[config.mk]
export PLATFORM = sky130hd
export DESIGN_NAME = fir_output_stage
export DESIGN_NICKNAME = d
export VERILOG_FILES = /design/src/rtl/fir_pkg.sv /design/src/rtl/fir_out_fifo.sv /design/src/rtl/fir_output_stage.sv
export SDC_FILE = /design/constraint.sdc
export NUM_CORES = 1
export LEC_CHECK = 0
export ABC_CLOCK_PERIOD_IN_PS = 4320
export BUFFER_PORTS_ARGS = -buffer_cell sky130_fd_sc_hd__buf_2
export CELL_PAD_IN_SITES_DETAIL_PLACEMENT = 2
export CELL_PAD_IN_SITES_GLOBAL_PLACEMENT = 2
export CORE_ASPECT_RATIO = 1.5
export CORE_UTILIZATION = 42
export DETAILED_ROUTE_END_ITERATION = 10
export PLACE_DENSITY_LB_ADDON = 0.15
export SYNTH_ARGS = -nofsm -noshare
export SYNTH_HDL_FRONTEND = slang
export SYNTH_SLANG_ARGS = --single-unit
[constraint.sdc]
create_clock -name clk3 -period 4.32 [get_ports clk3]
set_input_delay 0 -clock clk3 [delete_from_list [all_inputs] [get_ports clk3]]
set_output_delay 0 -clock clk3 [all_outputs]
set_load 0.1 [all_outputs]
[src/rtl/fir_pkg.sv]
// Shared widths, sample type and the round/saturate helper for the FIR output path.
// Latency: purely combinational helper, adds no cycles of its own.
// Backpressure: none here; flow control lives in the stage and its FIFO.
package fir_pkg;

  localparam int SUM_W     = 32;
  localparam int OUT_W_DEF = 16;

  typedef struct packed {
    logic                        sat;
    logic signed [OUT_W_DEF-1:0] data;
  } sample_t;

  // Round half up, arithmetic shift right, then clamp to the signed output range.
  // Working width is one bit wider than the sum so the rounding add never wraps.
  function automatic sample_t fir_round_sat(input logic signed [SUM_W-1:0] sum,
                                            input int unsigned             shift);
    logic signed [SUM_W:0] ext;
    logic signed [SUM_W:0] rnd;
    logic signed [SUM_W:0] t;
    logic signed [SUM_W:0] hi;
    logic signed [SUM_W:0] lo;
    sample_t               res;
    ext      = {sum[SUM_W-1], sum};
    rnd      = (SUM_W+1)'(1) << (shift - 1);
    t        = (ext + rnd) >>> shift;
    hi       = (SUM_W+1)'(2**(OUT_W_DEF-1) - 1);
    lo       = ~hi;
    res.sat  = 1'b0;
    res.data = t[OUT_W_DEF-1:0];
    if (t > hi) begin
      res.sat  = 1'b1;
      res.data = {1'b0, {(OUT_W_DEF-1){1'b1}}};
    end else if (t < lo) begin
      res.sat  = 1'b1;
      res.data = {1'b1, {(OUT_W_DEF-1){1'b0}}};
    end
    return res;
  endfunction

endpackage

[src/rtl/fir_out_fifo.sv]
// Synchronous sample FIFO with a registered head word.
// Latency: a push into an empty FIFO is visible at the head on the next cycle.
// Backpressure: pop only when non-empty; a push while full is accepted only with a same-cycle pop.
module fir_out_fifo #(
  parameter  int W     = 17,
  parameter  int DEPTH = 8,
  localparam int AW    = $clog2(DEPTH),
  localparam int LW    = AW + 1
) (
  input  logic          clk3,
  input  logic          reset,
  input  logic          push_i,
  input  logic [W-1:0]  wdat_i,
  input  logic          pop_i,
  output logic [W-1:0]  rdat_o,
  output logic          full_o,
  output logic          empty_o,
  output logic [LW-1:0] level_o
);

  logic [W-1:0]  mem_q [DEPTH];
  logic [AW-1:0] wr_ptr_q, wr_ptr_d;
  logic [AW-1:0] rd_ptr_q, rd_ptr_d;
  logic [LW-1:0] level_q, level_d;
  logic [W-1:0]  head_q, head_d;
  logic          do_push, do_pop;

  assign empty_o = (level_q == '0);
  assign full_o  = (level_q == LW'(DEPTH));
  assign do_pop  = pop_i && !empty_o;
  assign do_push = push_i && (!full_o || do_pop);

  // Next pointers, occupancy and head word; the head reloads from the array
  // after a pop, or takes the incoming word when it becomes the only entry.
  always_comb begin
    wr_ptr_d = wr_ptr_q + AW'(do_push);
    rd_ptr_d = rd_ptr_q + AW'(do_pop);
    level_d  = level_q + LW'(do_push) - LW'(do_pop);
    head_d   = head_q;
    if (do_push && (level_q == LW'(do_pop))) begin
      head_d = wdat_i;
    end else if (level_q > LW'(do_pop)) begin
      head_d = mem_q[rd_ptr_d];
    end
  end

  // Storage array; contents are only meaningful under the occupancy count.
  always_ff @(posedge clk3) begin
    if (do_push) begin
      mem_q[wr_ptr_q] <= wdat_i;
    end
  end

  // Pointer, occupancy and head registers.
  always_ff @(posedge clk3) begin
    if (reset) begin
      wr_ptr_q <= '0;
      rd_ptr_q <= '0;
      level_q  <= '0;
      head_q   <= '0;
    end else begin
      wr_ptr_q <= wr_ptr_d;
      rd_ptr_q <= rd_ptr_d;
      level_q  <= level_d;
      head_q   <= head_d;
    end
  end

  assign rdat_o  = head_q;
  assign level_o = level_q;

endmodule

[src/rtl/fir_output_stage.sv]
// Captures one FIR sum per correctly spaced load pulse, rounds/saturates it and queues it.
// Latency: pulse in cycle T -> stage at end of T -> FIFO write end of T+1 -> out_valid in T+2.
// Backpressure: out_ready stalls the FIFO head; a result arriving while full is dropped and flagged.
module fir_output_stage
  import fir_pkg::*;
#(
  parameter  int FRAME_LEN = 16,
  parameter  int SHIFT     = 15,
  parameter  int OUT_W     = OUT_W_DEF,
  parameter  int DEPTH     = 8,
  localparam int LW        = $clog2(DEPTH) + 1
) (
  input  logic                    clk3,
  input  logic                    reset,
  input  logic signed [SUM_W-1:0] sum_in,
  input  logic                    load_pulse,
  output logic signed [OUT_W-1:0] out_data,
  output logic                    out_sat,
  output logic                    out_valid,
  input  logic                    out_ready,
  output logic [LW-1:0]           level,
  output logic                    overflow,
  output logic                    frame_err,
  input  logic                    clr_flags
);

  localparam int              PH_W    = (FRAME_LEN > 1) ? $clog2(FRAME_LEN) : 1;
  localparam logic [PH_W-1:0] PH_LAST = PH_W'(FRAME_LEN - 1);

  logic [PH_W-1:0]         phase_q, phase_d;
  logic                    armed_q, armed_d;
  logic                    stg_vld_q, stg_vld_d;
  logic signed [SUM_W-1:0] stg_sum_q, stg_sum_d;
  logic                    ovf_q, ovf_d;
  logic                    ferr_q, ferr_d;

  logic                    frame_ok, capture, bad_pulse;
  logic signed [OUT_W-1:0] scl_data;
  logic                    scl_sat;
  logic [OUT_W:0]          fifo_rdat;
  logic                    fifo_full, fifo_empty, fifo_pop;

  // A frame is complete only once the phase counter has reached its last slot;
  // the very first pulse after reset just arms, since no frame has finished yet.
  assign frame_ok  = (phase_q == PH_LAST);
  assign capture   = load_pulse && armed_q && frame_ok;
  assign bad_pulse = load_pulse && armed_q && !frame_ok;
  assign fifo_pop  = out_valid && out_ready;

  // Phase tracking, arming, stage capture and sticky flags (a new event beats a clear).
  always_comb begin
    phase_d   = phase_q;
    armed_d   = armed_q | load_pulse;
    stg_vld_d = capture;
    stg_sum_d = capture ? sum_in : stg_sum_q;
    ovf_d     = ovf_q;
    ferr_d    = ferr_q;
    if (load_pulse) begin
      phase_d = '0;
    end else if (!frame_ok) begin
      phase_d = phase_q + PH_W'(1);
    end
    if (clr_flags) begin
      ovf_d  = 1'b0;
      ferr_d = 1'b0;
    end
    if (stg_vld_q && fifo_full && !fifo_pop) begin
      ovf_d = 1'b1;
    end
    if (bad_pulse) begin
      ferr_d = 1'b1;
    end
  end

  // Control and stage registers.
  always_ff @(posedge clk3) begin
    if (reset) begin
      phase_q   <= '0;
      armed_q   <= 1'b0;
      stg_vld_q <= 1'b0;
      stg_sum_q <= '0;
      ovf_q     <= 1'b0;
      ferr_q    <= 1'b0;
    end else begin
      phase_q   <= phase_d;
      armed_q   <= armed_d;
      stg_vld_q <= stg_vld_d;
      stg_sum_q <= stg_sum_d;
      ovf_q     <= ovf_d;
      ferr_q    <= ferr_d;
    end
  end

  if (OUT_W == OUT_W_DEF) begin : g_pkg_scale
    sample_t smp;
    assign smp      = fir_round_sat(stg_sum_q, SHIFT);
    assign scl_data = smp.data;
    assign scl_sat  = smp.sat;
  end else begin : g_gen_scale
    localparam logic signed [SUM_W:0] RND = (SUM_W+1)'(1) << (SHIFT - 1);
    localparam logic signed [SUM_W:0] HI  = (SUM_W+1)'(2**(OUT_W-1) - 1);
    localparam logic signed [SUM_W:0] LO  = ~HI;
    logic signed [SUM_W:0] ext;
    logic signed [SUM_W:0] t;
    // Same round/clamp as the package helper, sized for a non-default output width.
    always_comb begin
      ext      = {stg_sum_q[SUM_W-1], stg_sum_q};
      t        = (ext + RND) >>> SHIFT;
      scl_sat  = 1'b0;
      scl_data = t[OUT_W-1:0];
      if (t > HI) begin
        scl_sat  = 1'b1;
        scl_data = {1'b0, {(OUT_W-1){1'b1}}};
      end else if (t < LO) begin
        scl_sat  = 1'b1;
        scl_data = {1'b1, {(OUT_W-1){1'b0}}};
      end
    end
  end

  fir_out_fifo #(
    .W     (OUT_W + 1),
    .DEPTH (DEPTH)
  ) u_fifo (
    .clk3    (clk3),
    .reset   (reset),
    .push_i  (stg_vld_q),
    .wdat_i  ({scl_sat, scl_data}),
    .pop_i   (fifo_pop),
    .rdat_o  (fifo_rdat),
    .full_o  (fifo_full),
    .empty_o (fifo_empty),
    .level_o (level)
  );

  assign {out_sat, out_data} = fifo_rdat;
  assign out_valid           = !fifo_empty;
  assign overflow            = ovf_q;
  assign frame_err           = ferr_q;

endmodule

### Word level (Yosys, flattened, before mapping)

Memory sizes are Yosys's and may differ from the RTL's.
Cells that the tools add are included.

| storage, ports and cells | value |
|---|---|
| output and inout port bits | 24 |
| register bits | 67 |
| bits of input ports | 37 |
| bits in writable memories | 136 |
| memories | 1 |

| cells by class | value |
|---|---|
| bitwise gates (word level) | 1 |
| reductions and logical operators | 19 |
| multiplexer cells | 9 |
| add/sub/neg operators | 6 |
| eq/ne operators | 3 |
| magnitude comparators | 3 |

Memories:

| name | depth | width | rd ports | clocked after Yosys merged registers in | write ports | RTL line | text |
|---|---|---|---|---|---|---|---|
| u_fifo.mem_q | 8 | 17 | 1 | 0 | 1 | fir_out_fifo.sv:21 | `logic [W-1:0] mem_q [DEPTH];` |

Operators with widths:

| kind | count |
|---|---|
| $mux W17 | 4 |
| $add A32 B16 Y33 const B | 1 |
| $gt A18 B16 Y1 const B | 1 |
| $lt A18 B16 Y1 const B | 1 |
| $logic_and A1 B1 Y1 | 9 |
| $eq A4 B4 Y1 const B | 2 |
| $add A3 B1 Y3 | 2 |
| $reduce_bool A2 Y1 | 3 |
| $mux W1 | 5 |
| $add A4 B1 Y4 | 1 |
| $add A4 B1 Y4 const B | 1 |
| $eq A4 B1 Y1 | 1 |
| $gt A4 B1 Y1 | 1 |
| $logic_not A1 Y1 | 4 |
| $logic_not A4 Y1 | 1 |
| $sub A4 B1 Y4 | 1 |
| $reduce_or A2 Y1 | 1 |
| $logic_or A1 B1 Y1 | 1 |
| $or A1 B1 Y1 | 1 |

### Longest topological paths before layout

| depth | value |
|---|---|
| depth in word-level cells | 8 |
| mapped depth | 15 |
| mapped depth without buffers | 13 |

### Hierarchy

From an unflattened synthesis, not the netlist that was laid out.

| unflattened totals | value |
|---|---|
| cell total of the unflattened synthesis | 539 |
| area total of the unflattened synthesis | 7,810.0 um^2 |

By module, submodules not included:

| module | cells an instance | instances | area each (um^2) |
|---|---|---|---|
| fir_out_fifo | 326 | 1 | 6,253.5 |
| fir_output_stage | 213 | 1 | 1,556.5 |

### Worst setup path after synthesis

Ideal clock, no wire load.

| path | value |
|---|---|
| path type | flip-flop to flip-flop |
| start | register u_fifo.level_q[2], in the netlist u_fifo.level_o[2] |
| end | register u_fifo.head_q[1], in the netlist u_fifo.rdat_o[1] |
| stages on the path, launching flop included | 16 |
| setup slack | -0.079 ns |
| setup time | 0.120 ns |
| data arrival time | 4.279 ns |
| cell sequence | dfxtp_1 > inv_1 > ha_1 > inv_1 > nor2_1 > nand2_1 > and2_1 > ha_1 > ha_1 > clkbuf_1 > clkbuf_1 > mux4_2 > mux2i_1 > a2bb2oi_1 > nor2_1 > a211o_1 |

| between the ends | value |
|---|---|
| longest elaborated chain between the ends | 8 |
| elaborated cells between the ends (all ways) | 16 |
| those cells by class | add/sub (1); order compare (1); eq/ne (2); mux (2); reduce/logical (9); memory (1) |

Ends and longest elaborated chain:

| item | RTL line | text |
|---|---|---|
| from (decl) | fir_out_fifo.sv:24 | `logic [LW-1:0] level_q, level_d;` |
| from (signal assigned) | fir_out_fifo.sv:64 | `level_q <= level_d;` |
| $logic_not A4 Y1 * | fir_out_fifo.sv:28 | `assign empty_o = (level_q == '0);` |
| $logic_not A1 Y1 * | fir_output_stage.sv:137 | `assign out_valid = !fifo_empty;` |
| via out_valid | fir_output_stage.sv:19 | `output logic out_valid,` |
| $logic_and A1 B1 Y1 | fir_output_stage.sv:48 | `assign fifo_pop = out_valid && out_ready;` |
| $logic_and A1 B1 Y1 * | fir_out_fifo.sv:30 | `assign do_pop = pop_i && !empty_o;` |
| $add A3 B1 Y3 * | fir_out_fifo.sv:37 | `rd_ptr_d = rd_ptr_q + AW'(do_pop);` |
| via u_fifo.rd_ptr_d[1] | fir_out_fifo.sv:23 | `logic [AW-1:0] rd_ptr_q, rd_ptr_d;` |
| $mem_v2 Z8 W17 * | -- |  |
| $mux W17 * | fir_out_fifo.sv:42 | `end else if (level_q > LW'(do_pop)) begin` |
| $mux W17 * | fir_out_fifo.sv:40 | `if (do_push && (level_q == LW'(do_pop))) begin` |
| to (signal assigned) | fir_out_fifo.sv:60 | `head_q <= '0;` |
| to (signal assigned) | fir_out_fifo.sv:65 | `head_q <= head_d;` |
| to (decl) | fir_out_fifo.sv:25 | `logic [W-1:0] head_q, head_d;` |

The timed path passes the listed nets; every way through them passes the cells marked *. The select of a mux whose other input is x is not followed.
A chain may end at the register's enable or synchronous reset.

### Worst setup path in the final report

| path | value |
|---|---|
| start | register u_fifo.level_q[2], in the netlist u_fifo.level_o[2] |
| end | register u_fifo.head_q[13], in the netlist u_fifo.rdat_o[13] |

| between the ends | value |
|---|---|
| longest elaborated chain between the ends | 8 |
| elaborated cells between the ends (all ways) | 16 |
| those cells by class | add/sub (1); order compare (1); eq/ne (2); mux (2); reduce/logical (9); memory (1) |

Ends and longest elaborated chain:

| item | RTL line |
|---|---|
| $logic_not A4 Y1 * | fir_out_fifo.sv:28 |
| $logic_not A1 Y1 * | fir_out_fifo.sv:30, fir_output_stage.sv:137 |
| $logic_and A1 B1 Y1 | fir_output_stage.sv:48 |
| $logic_and A1 B1 Y1 * | fir_out_fifo.sv:30 |
| $add A3 B1 Y3 * | fir_out_fifo.sv:37 |
| via u_fifo.rd_ptr_d[0] | fir_out_fifo.sv:23 |
| $mem_v2 Z8 W17 * | -- |
| $mux W17 * | fir_out_fifo.sv:42 |
| $mux W17 * | fir_out_fifo.sv:40 |

Marks and branches as above.

==> reports/summary.txt <==
Outcome -> completed
Initial core utilization -> 43.40%
Overall fraction of global-route tracks in use -> 24.95%
Fraction of final layout cells with drive strength greater than 1 -> 21.77%
Post-synthesis instance total -> 601
Core footprint -> 18,700 µm²
Max-Cap Viols -> 0
Clock slew at reported path FFs -> 70 ps
Worst-path maximum fanout -> 18
Post-layout worst setup margin -> 632.8 ps
Data required time at the worst endpoint -> 4630 ps
Achievable Freq -> 271.2 MHz
Final worst clock skew -> 11.89 ps
Setup violation total in the final timing report -> 0
Final Hold Slack -> 33.05 ps
Total number of yosys warnings -> 0
CTS max path bufs -> 2
Share of the cycle needed by the critical path after routing -> 85.35%
Minimum clock period -> 3687 ps
Via-per-instance ratio -> 5.682
Startpoint Class -> register
Clock sink total -> 189
GR Overflow Total -> 0
Most instantiated library cell after synthesis -> edfxtp_1
H-tree depth -> 4
Num rows -> 61
Max Transition Viols Final -> 0
Final antenna diode count -> 0
Async set-or-reset flop fraction in the synthesized netlist -> 0%
Postcts setup bufs -> 0
Post-route setup TNS -> 0 ps
Wire length of the first global-routing pass -> 34.94 mm
Avg Inst Size Synth -> 13.50 µm²
Fin. Hold Viols -> 0
Filler Cells Inserted -> 1,783
Clock tree from TritonCTS -> done
Initial DRC count -> 385
Via count of the first global-routing pass -> 5,927
CTS buffer count -> 17
Layout area overhead -> 16.82%
Detail Route Antenna Nets -> 0
Sequential-to-total area share from yosys stat -> 63.40%
Kind of critical path -> reg2reg
Number of register bits inferred by synthesis -> 189
Number of port buffers -> 46
Area share of the leading cell type in the synthesized netlist -> 50.32%
Weighted congestion at the end of routability-driven global placement -> 0.8209
Number of stages on the worst hold path -> 4
Number of antenna violations at the first check in global routing -> 0
Post-Synthesis Net Count -> 653
Final net count -> 728
Arr. time, crit path -> 4000 ps
Half-perimeter wire length after placement -> 15.64 mm
Post-detailed-routing wire length -> 22.84 mm
DIE WIDTH -> 115.5 µm
Pin count of the biggest net entering global routing -> 36
Setup repair after global routing missed its margin -> no
Class of the tightest hold or removal check -> in2reg
Category of the worst setup path capture point -> register
Number of distinct library cells after synthesis -> 55
Root buffer cell -> clkbuf_16
Minimum setup slack after placement -> 703.2 ps
R2R depth -> 12
Clk_lat worst skew -> 430 ps
I/O pin total -> 61
Top cells by count, synth -> 136 x edfxtp_1, 77 x nand2_1, 53 x dfxtp_1
Overall die height -> 172.2 µm
Maximum ir drop on the vdd rail -> 0.0004815 V
Via total after detailed routing -> 5,347
Cell taking the most area after synthesis -> edfxtp_1
Leakage -> 3.363 nW
Rel. slew slack -> 35.30%
Area of the die -> 19,890 µm²
Power density of the placed cells -> 621.2 nW/µm²
Top cells by area, synth -> edfxtp_1 50%, dfxtp_1 13%, mux4_2 9.4%, nand2_1 3.6%, a21oi_1 3.1%
Measured slew at the worst slew-check pin -> 960.3 ps
Number of synthesized flops with an enable pin -> 136
Number of detailed-routing iterations run before antenna repair -> 4
Prevailing post-synth register cell -> edfxtp_1
DRC violation count after routing -> 0
Routed length per placed instance -> 24.27 µm
Total chip power -> 5.889 mW
Post-Syn Area -> 8115 µm²
## worst max-delay path, cell delays in order (launching register included)
cell	delay (ps)
dfxtp_1	310
inv_1	130
ha_1	220
inv_1	70
nor2_1	180
nand2_2	70
and2_1	210
ha_2	800
mux4_2	590
mux2i_1	320
o2bb2ai_1	150
a2111oi_0	400
nor2_1	90
## metal layers
layer	wire length (µm)	up-vias	GRT usage, %
li1	-	2406	-
met1	8689	2790	27.47
met2	12920	120	47.02
met3	733	31	4.171
met4	493	0	9.768
met5	0	-	0
## layout by cell type, fill, tap and decap left out, drive strengths merged, types with 3 or more instances in the layout
| cell | n |
|---|---|
| edfxtp | 136 |
| nand2 | 78 |
| buf | 67 |
| dfxtp | 53 |
| a21oi | 53 |
| nor2 | 42 |
| mux4 | 34 |
| inv | 24 |
| dlygate4sd3 | 20 |
| clkbuf | 17 |
| o21ai | 17 |
| xnor2 | 14 |
| ha | 14 |
| nand3 | 11 |
| xor2 | 9 |
| a211o | 8 |
| nor3 | 8 |
| nor2b | 7 |
| mux2i | 7 |
| nor4 | 7 |
| clkinv | 7 |
| nand2b | 6 |
| o2bb2ai | 6 |
| a2bb2oi | 5 |
| nand4 | 4 |
| o211ai | 4 |
| a221oi | 3 |
| o32ai | 3 |
| a2111oi | 3 |
| and3 | 3 |
## repair_timing
item                                   4_1_cts  5_1_grt
endpoints found under the hold margin       25        0
hold buffers                                20        0
gates resized for setup                      0        0
## cells by family (layout without fill, tap and decap cells)
logic type	count (synthesis)	count (layout)	synth area share, %
flip-flops	189	189	63.40
AND/OR/NAND/NOR	174	174	10.02
AO/OA/AOI/OAI	111	111	8.804
buffers and inverters	48	136	2.590
multiplexers	41	41	10.30
XOR/XNOR	23	23	2.482
adder cells (fa/ha/maj)	15	15	2.405
## final cells by class
type,count,area (µm²),share of cell area [%]
clock inverters,15,155.1,1.637
inverters,17,63.81,0.6731
clock buffers,17,425.4,4.487
repair buffers,87,600.6,6.335
flip-flops and latches,189,5145,54.27
well taps,252,315.3,3.326
multi-input cells,364,2775,29.27
## power by group
group	switching [mW]	leakage [nW]	internal, mW
Clock	0.735	0.285	0.817
Sequential	0.0509	1.69	1.98
Combinational	1.36	1.39	0.940
Total	2.15	3.36	3.74
## worst paths after layout
kind	start	end	slack (ps)
worst max-delay path	u_fifo.level_o[2]$_SDFF_PP0_	u_fifo.rdat_o[13]$_SDFFE_PP0P_	630
worst min-delay path	out_ready	overflow$_SDFFE_PP0P_	30
worst max register to register	u_fifo.level_o[2]$_SDFF_PP0_	u_fifo.rdat_o[13]$_SDFFE_PP0P_	630
worst min register to register	stg_sum_q[15]$_SDFFE_PP0P_	stg_sum_q[15]$_SDFFE_PP0P_	500
## metrics by stage
stage | instances | util (%) | cell area [µm²]
6_report | 941 | 50.70 | 9480
2_1_floorplan | 601 | - | 8118
4_1_cts | 941 | 50.70 | 9480
5_1_grt | 941 | 50.70 | 9480
3_3_place_gp | 889 | 46.52 | 8700
3_5_place_dp | 889 | 46.52 | 8700
## sequential cells by signal, indices dropped and copies added, names as in the netlist
register / cells
u_fifo.rdat_o: 17
stg_vld_q: 1
u_fifo.wr_ptr_q: 3
armed_q: 1
phase_q: 4
u_fifo.rd_ptr_q: 3
u_fifo.level_o: 4
stg_sum_q: 18
frame_err: 1
u_fifo.mem_q: 136
overflow: 1
Power figures use the tool's default switching activity.
